File: src/rtl/uart_rx_fifo.sv
// uart_rx_fifo: receive FIFO placed behind a UART receiver.
// Bytes flagged by uart_ready are stored unless uart_rxerr marks them as bad.
// The consumer side is first-word-fall-through: out_data always shows the
// oldest stored byte while out_valid is high.
//
// Ports
//   clk         : system clock; all state changes on its rising edge
//   reset_n     : asynchronous, active-low reset
//   uart_ready  : one-cycle strobe that marks uart_dout as valid
//   uart_rxerr  : framing error for the byte strobed in the same cycle
//   uart_dout   : received byte
//   out_data    : oldest stored byte (holds its last value when the FIFO is empty)
//   out_valid   : FIFO holds at least one byte
//   out_take    : consumer pop strobe; acts only while out_valid is high
//   count       : occupancy, 0 .. 2**AW
//   almost_full : count >= HiWater
//   overflow    : sticky; a byte was lost because the FIFO was full
//   frame_err   : sticky; a byte was discarded because of uart_rxerr
//   clr_flags   : one-cycle strobe that clears overflow and frame_err
module uart_rx_fifo #(
  parameter int AW      = 4,
  parameter int HiWater = 12
) (
  input  logic          clk,
  input  logic          reset_n,
  input  logic          uart_ready,
  input  logic          uart_rxerr,
  input  logic [7:0]    uart_dout,
  output logic [7:0]    out_data,
  output logic          out_valid,
  input  logic          out_take,
  output logic [AW:0]   count,
  output logic          almost_full,
  output logic          overflow,
  output logic          frame_err,
  input  logic          clr_flags
);

  localparam int            Depth     = 2 ** AW;
  localparam logic [AW:0]   DEPTH_C   = (AW + 1)'(Depth);
  localparam logic [AW:0]   HIWATER_C = (AW + 1)'(HiWater);
  localparam logic [AW:0]   CNT_ONE   = (AW + 1)'(1);
  localparam logic [AW:0]   CNT_ZERO  = (AW + 1)'(0);
  localparam logic [AW-1:0] PTR_ONE   = AW'(1);
  localparam logic [AW-1:0] PTR_ZERO  = AW'(0);

  logic [7:0]    mem_r [Depth];
  logic [AW-1:0] wr_ptr_r;
  logic [AW-1:0] rd_ptr_r;
  logic [AW:0]   count_r;
  logic [7:0]    out_data_r;
  logic          out_valid_r;
  logic          almost_full_r;
  logic          overflow_r;
  logic          frame_err_r;

  logic          push_req_s;
  logic          full_s;
  logic          pop_s;
  logic          push_s;
  logic          drop_s;
  logic          bad_s;
  logic [AW-1:0] wr_ptr_s;
  logic [AW-1:0] rd_ptr_s;
  logic [AW:0]   count_s;
  logic [7:0]    head_s;
  logic [7:0]    out_data_s;
  logic          overflow_s;
  logic          frame_err_s;

  // Push/pop qualification and next-state computation for pointers, count, head and flags.
  always_comb begin
    push_req_s  = uart_ready & ~uart_rxerr;
    bad_s       = uart_ready & uart_rxerr;
    full_s      = (count_r == DEPTH_C);
    // out_valid_r mirrors count_r != 0, so this also blocks pops while empty.
    pop_s       = out_take & out_valid_r;
    // A full FIFO still accepts a byte when a pop frees a slot in the same cycle.
    push_s      = push_req_s & (~full_s | pop_s);
    drop_s      = push_req_s & full_s & ~pop_s;

    wr_ptr_s    = wr_ptr_r;
    rd_ptr_s    = rd_ptr_r;
    count_s     = count_r;
    head_s      = 8'h00;
    out_data_s  = out_data_r;
    overflow_s  = overflow_r;
    frame_err_s = frame_err_r;

    if (push_s) begin
      wr_ptr_s = wr_ptr_r + PTR_ONE;
    end else begin
      wr_ptr_s = wr_ptr_r;
    end

    if (pop_s) begin
      rd_ptr_s = rd_ptr_r + PTR_ONE;
    end else begin
      rd_ptr_s = rd_ptr_r;
    end

    case ({push_s, pop_s})
      2'b10:   count_s = count_r + CNT_ONE;
      2'b01:   count_s = count_r - CNT_ONE;
      default: count_s = count_r;
    endcase

    // The next head is the byte being written right now when the new read
    // pointer lands on the current write slot (empty FIFO, or last byte popped).
    if (push_s && (rd_ptr_s == wr_ptr_r)) begin
      head_s = uart_dout;
    end else begin
      head_s = mem_r[rd_ptr_s];
    end

    if (count_s != CNT_ZERO) begin
      out_data_s = head_s;
    end else begin
      out_data_s = out_data_r;
    end

    // Set events take priority over a coincident clear.
    if (drop_s) begin
      overflow_s = 1'b1;
    end else if (clr_flags) begin
      overflow_s = 1'b0;
    end else begin
      overflow_s = overflow_r;
    end

    if (bad_s) begin
      frame_err_s = 1'b1;
    end else if (clr_flags) begin
      frame_err_s = 1'b0;
    end else begin
      frame_err_s = frame_err_r;
    end
  end

  // Storage array write; contents are never exposed while empty, so no reset.
  always_ff @(posedge clk) begin
    if (push_s) begin
      mem_r[wr_ptr_r] <= uart_dout;
    end
  end

  // Control state and registered outputs.
  always_ff @(posedge clk or negedge reset_n) begin
    if (!reset_n) begin
      wr_ptr_r      <= PTR_ZERO;
      rd_ptr_r      <= PTR_ZERO;
      count_r       <= CNT_ZERO;
      out_data_r    <= 8'h00;
      out_valid_r   <= 1'b0;
      almost_full_r <= 1'b0;
      overflow_r    <= 1'b0;
      frame_err_r   <= 1'b0;
    end else begin
      wr_ptr_r      <= wr_ptr_s;
      rd_ptr_r      <= rd_ptr_s;
      count_r       <= count_s;
      out_data_r    <= out_data_s;
      out_valid_r   <= (count_s != CNT_ZERO);
      almost_full_r <= (count_s >= HIWATER_C);
      overflow_r    <= overflow_s;
      frame_err_r   <= frame_err_s;
    end
  end

  assign out_data    = out_data_r;
  assign out_valid   = out_valid_r;
  assign count       = count_r;
  assign almost_full = almost_full_r;
  assign overflow    = overflow_r;
  assign frame_err   = frame_err_r;

endmodule

File: config.mk
export PLATFORM = sky130hd
export DESIGN_NAME = uart_rx_fifo
export DESIGN_NICKNAME = d
export VERILOG_FILES = /design/src/rtl/uart_rx_fifo.sv
export SDC_FILE = /design/constraint.sdc
export NUM_CORES = 1
export LEC_CHECK = 0
export BUFFER_PORTS_ARGS = -buffer_cell sky130_fd_sc_hd__buf_4
export CAP_MARGIN = 20
export CELL_PAD_IN_SITES_DETAIL_PLACEMENT = 1
export CELL_PAD_IN_SITES_GLOBAL_PLACEMENT = 2
export CORE_MARGIN = 5
export CORE_UTILIZATION = 46
export CTS_BUF_LIST = sky130_fd_sc_hd__clkbuf_16
export DETAILED_ROUTE_END_ITERATION = 7
export PLACE_DENSITY_LB_ADDON = 0.1
export SYNTH_ARGS = -nofsm -noshare
export SYNTH_HDL_FRONTEND = slang
export SYNTH_SLANG_ARGS = --single-unit
File: constraint.sdc
create_clock -name clk -period 4.55 [get_ports clk]
set_clock_uncertainty 0.05 [all_clocks]
set_input_delay 1.365 -clock clk [delete_from_list [all_inputs] [get_ports clk]]
set_output_delay 1.365 -clock clk [all_outputs]
set_load 0.02 [all_outputs]
## Word-level counts from Yosys, hierarchy flattened

Memories as Yosys holds them, arrays and structs flattened. A register that Yosys moved wholly into a read port is not among the register bits.
Index checks and enable logic that the tools add are counted.

| cells by class | value |
|---|---|
| add/subtract/negate cells | 4 |
| magnitude comparators | 1 |
| eq/ne operators | 3 |
| muxes and demuxes | 7 |
| bitwise gates (word level) | 10 |
| reductions and logical operators | 4 |

Operator list:

| operator | count |
|---|---|
| $pmux W5 S2 | 1 |
| $add A4 B1 Y4 const B | 2 |
| $and A1 B1 Y1 | 6 |
| $add A5 B1 Y5 const B | 1 |
| $eq A5 B5 Y1 const B | 1 |
| $ge A5 B4 Y1 const B | 1 |
| $mux W1 | 5 |
| $reduce_bool A5 Y1 | 1 |
| $sub A5 B1 Y5 const B | 1 |
| $mux W4 | 1 |
| $reduce_bool A2 Y1 | 2 |
| $not A1 Y1 | 3 |
| $eq A2 B1 Y1 const B | 1 |
| $eq A2 B2 Y1 const B | 1 |
| $logic_not A1 Y1 | 1 |
| $or A1 B1 Y1 | 1 |

| word-level totals | value |
|---|---|
| bits in registers | 17 |
| RAM bits | 128 |
| input port bits | 14 |
| output and inout port bits | 17 |
| word-level logic and storage cells | 37 |
| memories kept | 1 |

Memory list:

| memory | depth | width | rd ports | clocked after memory_dff | wr ports | RTL line | text |
|---|---|---|---|---|---|---|---|
| mem_r | 16 | 8 | 1 | 1 | 1 | 47 | `logic [7:0] mem_r [Depth];` |

## Logic depth before layout (Yosys ltp)

Gate-level depths: netlist of run 1.

| depth | value |
|---|---|
| word-level depth | 7 |
| depth in mapped cells | 14 |
| mapped depth without buffers | 11 |

## Worst setup path before layout of run 1

No wires, ideal clock.

| timing path | value |
|---|---|
| path type | input to register |
| start point | in out_take |
| end point | reg out_data_r[6], in the netlist out_data[6], read port of mem_r |
| library setup time | 0.121 ns |
| arrival | 3.681 ns |
| data required time | 4.379 ns |
| setup slack | 0.698 ns |
| cell stages on the path | 13 |
| path buffers | 2 |
| path through | buf_6 nand2_1 buf_4 nor2_2 xnor2_1 ha_1 or4_1 nor3_1 a31oi_1 xnor2_2 nor4_4 nor2_1 a22o_1 |

| on the way | value |
|---|---|
| cells in the longest elaborated chain, start to end | 6 |
| elaborated cells between the ends (all ways) | 8 |
| those cells by class | eq/ne: 2; mux: 2; bitwise: 3; reduce/logical: 1 |

Ends and longest elaborated chain:

| item | RTL line | text |
|---|---|---|
| from (decl) | 31 | `input logic out_take,` |
| $and A1 B1 Y1 * | 77 | `pop_s = out_take & out_valid_r;` |
| $or A1 B1 Y1 | 79 | `push_s = push_req_s & (~full_s \| pop_s);` |
| $and A1 B1 Y1 | 79 |  |
| $eq A2 B1 Y1 / $eq A2 B2 Y1 (equally long branches) | 102 | `case ({push_s, pop_s})` |
| $pmux W5 S2 * | 102 |  |
| named net count_s[4] | 65 | `logic [AW:0] count_s;` |
| $reduce_bool A5 Y1 * | 116 | `if (count_s != CNT_ZERO) begin` |
| to (decl) | 51 | `logic [7:0] out_data_r;` |

Mark *: on every way through the listed nets, which the timed path passes. The rest lies on a longest branch.
A chain may end at the register's enable or synchronous reset.

## Final worst setup path of run 1

Ends and elaborated chain as after synthesis.

==> results_dict.tcl, run 1 <==
set metrics [dict create \
    status "finished, final reports clean" \
    rows 47 \
    wl_per_cell_um 27.42 \
    place_area_mm2 0.008219 \
    cp_top_family "simple AND/OR/NAND/NOR gates" \
    die_h_um 140.1 \
    io_pins 31 \
    path_clk_slew_ns 0.06 \
    clockBufferDepth 2 \
    max-vdd-ir-drop_v 0.0004423 \
    cts_tree "yes" \
    die-area_mm2 0.01962 \
    crit_buf_inv 2 \
    top_usage_layer "met2" \
    grt_pass1_wl_um 38100 \
    grt_use_met3_pct 7.805 \
    grt_antenna_before_repair 0 \
    synth_area_per_cell_um2 11.90 \
    fin_crit_ns 3.757 \
    cts_sinks 153 \
    setup_violations 0 \
    gp_congestion 0.8885 \
    p_leak_nw 3.113 \
    crit_path_end_kind "flip-flop" \
    ys_seq_elements 153 \
    drtIter0Drc 519 \
    design_area_mm2 0.008807 \
    setup_tns_ns 0 \
    dr.pass1.iters 5 \
    crit_chain "buf_4, nand2_1, nor2_2, xnor2_1, ha_1, or4_1, nor3_1, a31oi_1, xnor2_2, nor4_4, buf_4, nor2_1, a22o_1" \
    fmax_mhz 266.2 \
    n_antenna_cell 0 \
    crit_fanout 26 \
    crit_path_top_delay_cell "or4_1" \
    max_stage_delay_ns 0.42 \
    port-buffer-count 30 \
    post_cts_buffers 0 \
    synth_cells 654 \
    met2_usage_pct 40.92 \
    drv_cap 0 \
    final_cell_mix "edfxtp_1, buf_4, nor2_1" \
    cts_hold_buf 0 \
    layout.cells.most_common "edfxtp_1" \
    synth.distinct_cells 72 \
    globalRouteMet1Util_pct 33.98 \
    synthArstFlopShare_pct 16.34 \
    r2r_setup_slack_ns 1.03 \
    dp_hpwl_um 16680 \
    nNetsFinal 695 \
    p_per_area_mw_per_mm2 725.2 \
    worstSkewPairLatency_ns 0.43 \
    root_buffer "clkbuf_16" \
    syn_to_final_growth_pct 13.17 \
    required_ns 4.82 \
    ys_warn_count 0 \
    hold_ws_ns 0.4309 \
    hp-class "flip-flop to flip-flop" \
    yosysSeqAreaShare_pct 57.43 \
    slew_headroom_pct 34.57 \
    grt_pass1_vias 6066 \
    htreeDepth 4 \
    drive_gt1_share_pct 16.42 \
    rsz0062_at_grt "no" \
    nFillCells 1722 \
    min_period_over_period_pct 82.57 \
    tightest_slew_ns 0.9794 \
    synthFlopType "edfxtp_1" \
    cts_resized 0 \
    crit_top_cell "buf_4" \
    grt_start_max_net_pins 83 \
    viasPerCell 6.487 \
    drcViolationCount 0 \
    syn-cell-area_mm2 0.007782 \
    cts_inserted_buffers 17 \
    slew_violations 0 \
    grt-ovfl-total 0 \
    worst-setup-path-type "input port to flip-flop" \
    wl_um 24900 \
    synth_edf_count 128 \
    die_w_um 140.1 \
    grtUsageTotal_pct 25.98 \
    synthesis.nets 674 \
    core_area_mm2 0.01658 \
    hold_violations 0 \
    initial_core_util_pct 46.93 \
    ant_nets 0 \
    cp.arrival_ns 4.02 \
    startpoint_type "input port" \
    via_count 5890 \
]
[area by class of cell]
| class | count | area [µm²] | share of cell area [%] |
|---|---|---|---|
| Tap cell | 220 | 275.3 | 3.125 |
| Inverter | 25 | 93.84 | 1.065 |
| Sequential cell | 153 | 4472 | 50.77 |
| Clock inverter | 15 | 162.7 | 1.847 |
| Timing Repair Buffer | 52 | 390.4 | 4.432 |
| Multi-Input combinational cell | 426 | 2988 | 33.93 |
| Clock buffer | 17 | 425.4 | 4.830 |
[synth_stat cells (3+ instances only)]
master / instances / share of area (%)
a2111oi_0: 8 / 0.90
a211o_1: 6 / 0.68
a211oi_1: 29 / 2.8
a21o_1: 8 / 0.77
a21oi_1: 24 / 1.5
a222oi_1: 6 / 0.77
a22oi_1: 14 / 1.4
a31oi_1: 9 / 0.72
a32oi_2: 3 / 0.63
and2_1: 4 / 0.32
and3_1: 17 / 1.4
buf_2: 18 / 1.2
buf_6: 5 / 0.72
clkbuf_1: 22 / 1.1
dfrtp_1: 25 / 8.0
edfxtp_1: 128 / 49
ha_1: 6 / 0.96
inv_1: 20 / 0.96
inv_2: 5 / 0.24
mux2_2: 3 / 0.43
mux2i_1: 30 / 3.9
nand2_1: 31 / 1.5
nand2b_1: 8 / 0.64
nand3_1: 8 / 0.51
nand4_1: 7 / 0.56
nor2_1: 42 / 2.0
nor2b_1: 12 / 0.96
nor3_1: 15 / 0.96
nor4_1: 10 / 0.80
o2111ai_1: 6 / 0.68
o21ai_0: 41 / 2.6
o22ai_1: 7 / 0.56
o2bb2ai_1: 6 / 0.68
o31ai_1: 8 / 0.77
o32ai_1: 9 / 1.0
xnor2_1: 8 / 0.90
[power breakdown]
part	switching (mW)	internal, mW
Sequential	0.195	1.70
Clock	0.574	0.854
Combinational	1.97	1.10
[worst reg2reg max path, delay by kind of cell (launching register included)]
kind,cells,cell delay (ns)
buffers and inverters,1,0.53
AND/OR/NAND/NOR,1,0.49
AO/OA/AOI/OAI,5,1.40
flip-flops,1,0.41
adder cells (fa/ha/maj),1,0.59
[through the flow]
step	power, mW	setup WS [ns]	utilization, %	instances
floorplan	3.951	0.6978	-	654
global placement	4.849	0.4249	49.56	876
detailed placement	4.928	0.3514	49.56	876
CTS	6.361	0.8036	53.11	908
global route	6.713	0.5581	53.11	908
finish	6.387	0.7931	53.11	908
[final timing paths]
path	startpoint	end	depth (start not counted)
worst min register to register	out_data[4]	out_data[4]	1
max in group asynchronous	reset_n	rd_ptr_r[1]	1
min in group asynchronous	reset_n	frame_err	1
worst min-delay path	out_data[4]	out_data[4]	1
worst max-delay path	out_take	out_data[6]	13
worst max register to register	rd_ptr_r[0]	out_data[7]	8
[sequential cells by signal, summed over array words and instances (netlist names)]
signal and count:
almost_full 1, count 5, frame_err 1, mem_r 128, out_data 8, out_valid 1, overflow 1, rd_ptr_r 4
wr_ptr_r 4
[kinds of logic (layout without fill, tap and decap cells)]
kind of cell | Yosys count | count (layout) | share of synthesized area, %
muxes | 33 | 33 | 4.293
adders and majority gates | 6 | 6 | 0.9646
AOI/OAI and AO/OA | 205 | 205 | 19.12
xor gates and xnor gates | 13 | 13 | 2.187
and+or+nand+nor | 169 | 169 | 11.51
buffers and inverters | 75 | 109 | 4.502
DFF | 153 | 153 | 57.43
[metal layers]
metal | up-vias | routed length, µm
met5 | - | 0
met4 | 0 | 839
met3 | 39 | 1900
met2 | 218 | 11740
met1 | 3040 | 10410
li1 | 2593 | -
(Power assumes the default switching activity.)
==> run 2: changes to the inputs <==
--- a/config.mk
+++ b/config.mk
@@ -10,7 +10,7 @@
 export CELL_PAD_IN_SITES_DETAIL_PLACEMENT = 1
 export CELL_PAD_IN_SITES_GLOBAL_PLACEMENT = 2
 export CORE_MARGIN = 5
-export CORE_UTILIZATION = 46
+export CORE_UTILIZATION = 39
 export CTS_BUF_LIST = sky130_fd_sc_hd__clkbuf_16
 export DETAILED_ROUTE_END_ITERATION = 7
 export PLACE_DENSITY_LB_ADDON = 0.1
==> constraint.sdc (replaced) <==
create_clock -name clk -period 3.2 [get_ports clk]
set_clock_uncertainty 0.05 [all_clocks]
set_input_delay 0.96 -clock clk [delete_from_list [all_inputs] [get_ports clk]]
set_output_delay 0.96 -clock clk [all_outputs]
set_load 0.02 [all_outputs]
==> results_dict.tcl, run 2 (synthesis results as in run 1) <==
set metrics [dict create \
    cts_hold_buf 0 \
    crit_fanout 4 \
    worstReg2RegEnd "out_data[7]" \
    drtIter0Drc 377 \
    n_antenna_cell 0 \
    grt_start_max_net_pins 83 \
    tightest_slew_ns 0.7420 \
    grtUsageTotal_pct 23.71 \
    grt-ovfl-total 0 \
    hold_violations 0 \
    pre_cts_ws_ns -0.1922 \
    crit_path_end_kind "flip-flop" \
    rows 51 \
    status "finished, final reports clean" \
    nNetsFinal 783 \
    hp-class "input port to asynchronous set/reset pin" \
    dr.pass1.iters 8 \
    grt_antenna_before_repair 0 \
    min_period_over_period_pct 96.24 \
    r2r_setup_slack_ns 0.12 \
    initial_core_util_pct 39.86 \
    wl_per_cell_um 24.78 \
    finalNonFillerCells 1041 \
    p_per_area_mw_per_mm2 1053 \
    post_cts_buffers 0 \
    gp_congestion 0.8672 \
    setup_tns_ns 0 \
    slew_violations 0 \
    place_area_mm2 0.009050 \
    die_w_um 151.3 \
    fmax_mhz 324.7 \
    cts_inserted_buffers 17 \
    die_h_um 151.3 \
    fin_crit_ns 3.080 \
    grt_pass1_wl_um 39530 \
    final_cell_mix "buf_4, edfxtp_1, nor2_1" \
    layout_setup_ws_ns 0.1202 \
    cts_tree "yes" \
    via_count 6043 \
    cts_sinks 153 \
    drive_gt1_share_pct 26.80 \
    worst-setup-path-type "flip-flop to flip-flop" \
    regMostFlops "mem_r" \
    largest_reg_flops 128 \
    htreeDepth 4 \
    slew_headroom_pct 50.54 \
    rsz0062_at_grt "no" \
    required_ns 3.47 \
    dp_hpwl_um 18440 \
    viasPerCell 5.805 \
    cp-startpoint "rd_ptr_r[0]" \
    rr_worst_depth 10 \
    ant_nets 0 \
    core_area_mm2 0.01953 \
    wl_um 25800 \
    max-vdd-ir-drop_v 0.0004711 \
    worstSkewPairLatency_ns 0.43 \
    startpoint_type "flip-flop" \
    port-buffer-count 30 \
    reg2reg_from "rd_ptr_r[0]" \
    path_clk_slew_ns 0.07 \
    clockBufferDepth 2 \
    setup_violations 0 \
    postLayoutCoreUtil_pct 49.44 \
    grt_pass1_vias 6423 \
    cp.arrival_ns 3.35 \
    root_buffer "clkbuf_16" \
    die-area_mm2 0.02288 \
    dp.cells 1009 \
    syn_to_final_growth_pct 24.04 \
    layout.cells.most_common "buf_4" \
    io_pins 31 \
    p_leak_nw 3.587 \
    design_area_mm2 0.009653 \
    cts_resized 0 \
    drcViolationCount 0 \
    drv_cap 0 \
]
-- run 2: changes by cell type in the layout (fill, tap and decap cells not counted), sizes merged --
cell	change
clkinvlp	-3
inv	+4
bufinv	-1
buf	+88
-- run 2: metrics by stage --
| step | hold slack, ns | total power, mW |
|---|---|---|
| after floorplan | 0.5242 | 5.635 |
| after global placement | 0.4235 | 7.939 |
| final | 0.3819 | 10.16 |
| after CTS | 0.3769 | 10.22 |
| after global routing | 0.3974 | 10.73 |
| after detailed placement | 0.4330 | 8.101 |
-- run 2: layout make-up --
| cell class | count | area [µm²] |
|---|---|---|
| clock buffers | 17 | 425.4 |
| clock inverters | 15 | 177.7 |
| fillers | 2070 | 9873 |
| inverters | 25 | 93.84 |
| multi-input cells | 426 | 3002 |
| flip-flops and latches | 153 | 4472 |
| well taps | 265 | 331.6 |
| repair buffers | 140 | 1151 |
-- run 2: where the power goes --
group / internal, mW / total (mW) / switching (mW)
combinational: 2.37 / 5.41 / 3.05
sequential: 2.41 / 2.66 / 0.252
clock: 1.18 / 2.09 / 0.904
-- run 2: worst max-delay path by stage --
stage	end	slack (ns)
6_report	out_data[7]	0.12
5_1_grt	out_data[5]	0.01
4_1_cts	out_data[7]	0.08
3_5_place_dp	out_data[4]	-0.19
3_3_place_gp	out_data[6]	-0.13
2_1_floorplan	out_data[6]	-0.05
-- run 2: critical path: stages, from the launching register on --
cell and delay [ns]:
dfrtp_2 0.43, ha_1 0.38, and3_1 0.24, or2_1 0.31, buf_4 0.19, a2111oi_0 0.64, buf_4 0.22, nor4_1 0.05
a31oi_1 0.18, a211oi_1 0.11, a21o_1 0.17
-- run 2: layer usage --
layer	routed length [µm]	global-route usage, %
met5	0	0
met4	698	9.112
met3	1159	4.189
met2	12770	39.76
met1	11170	30.60
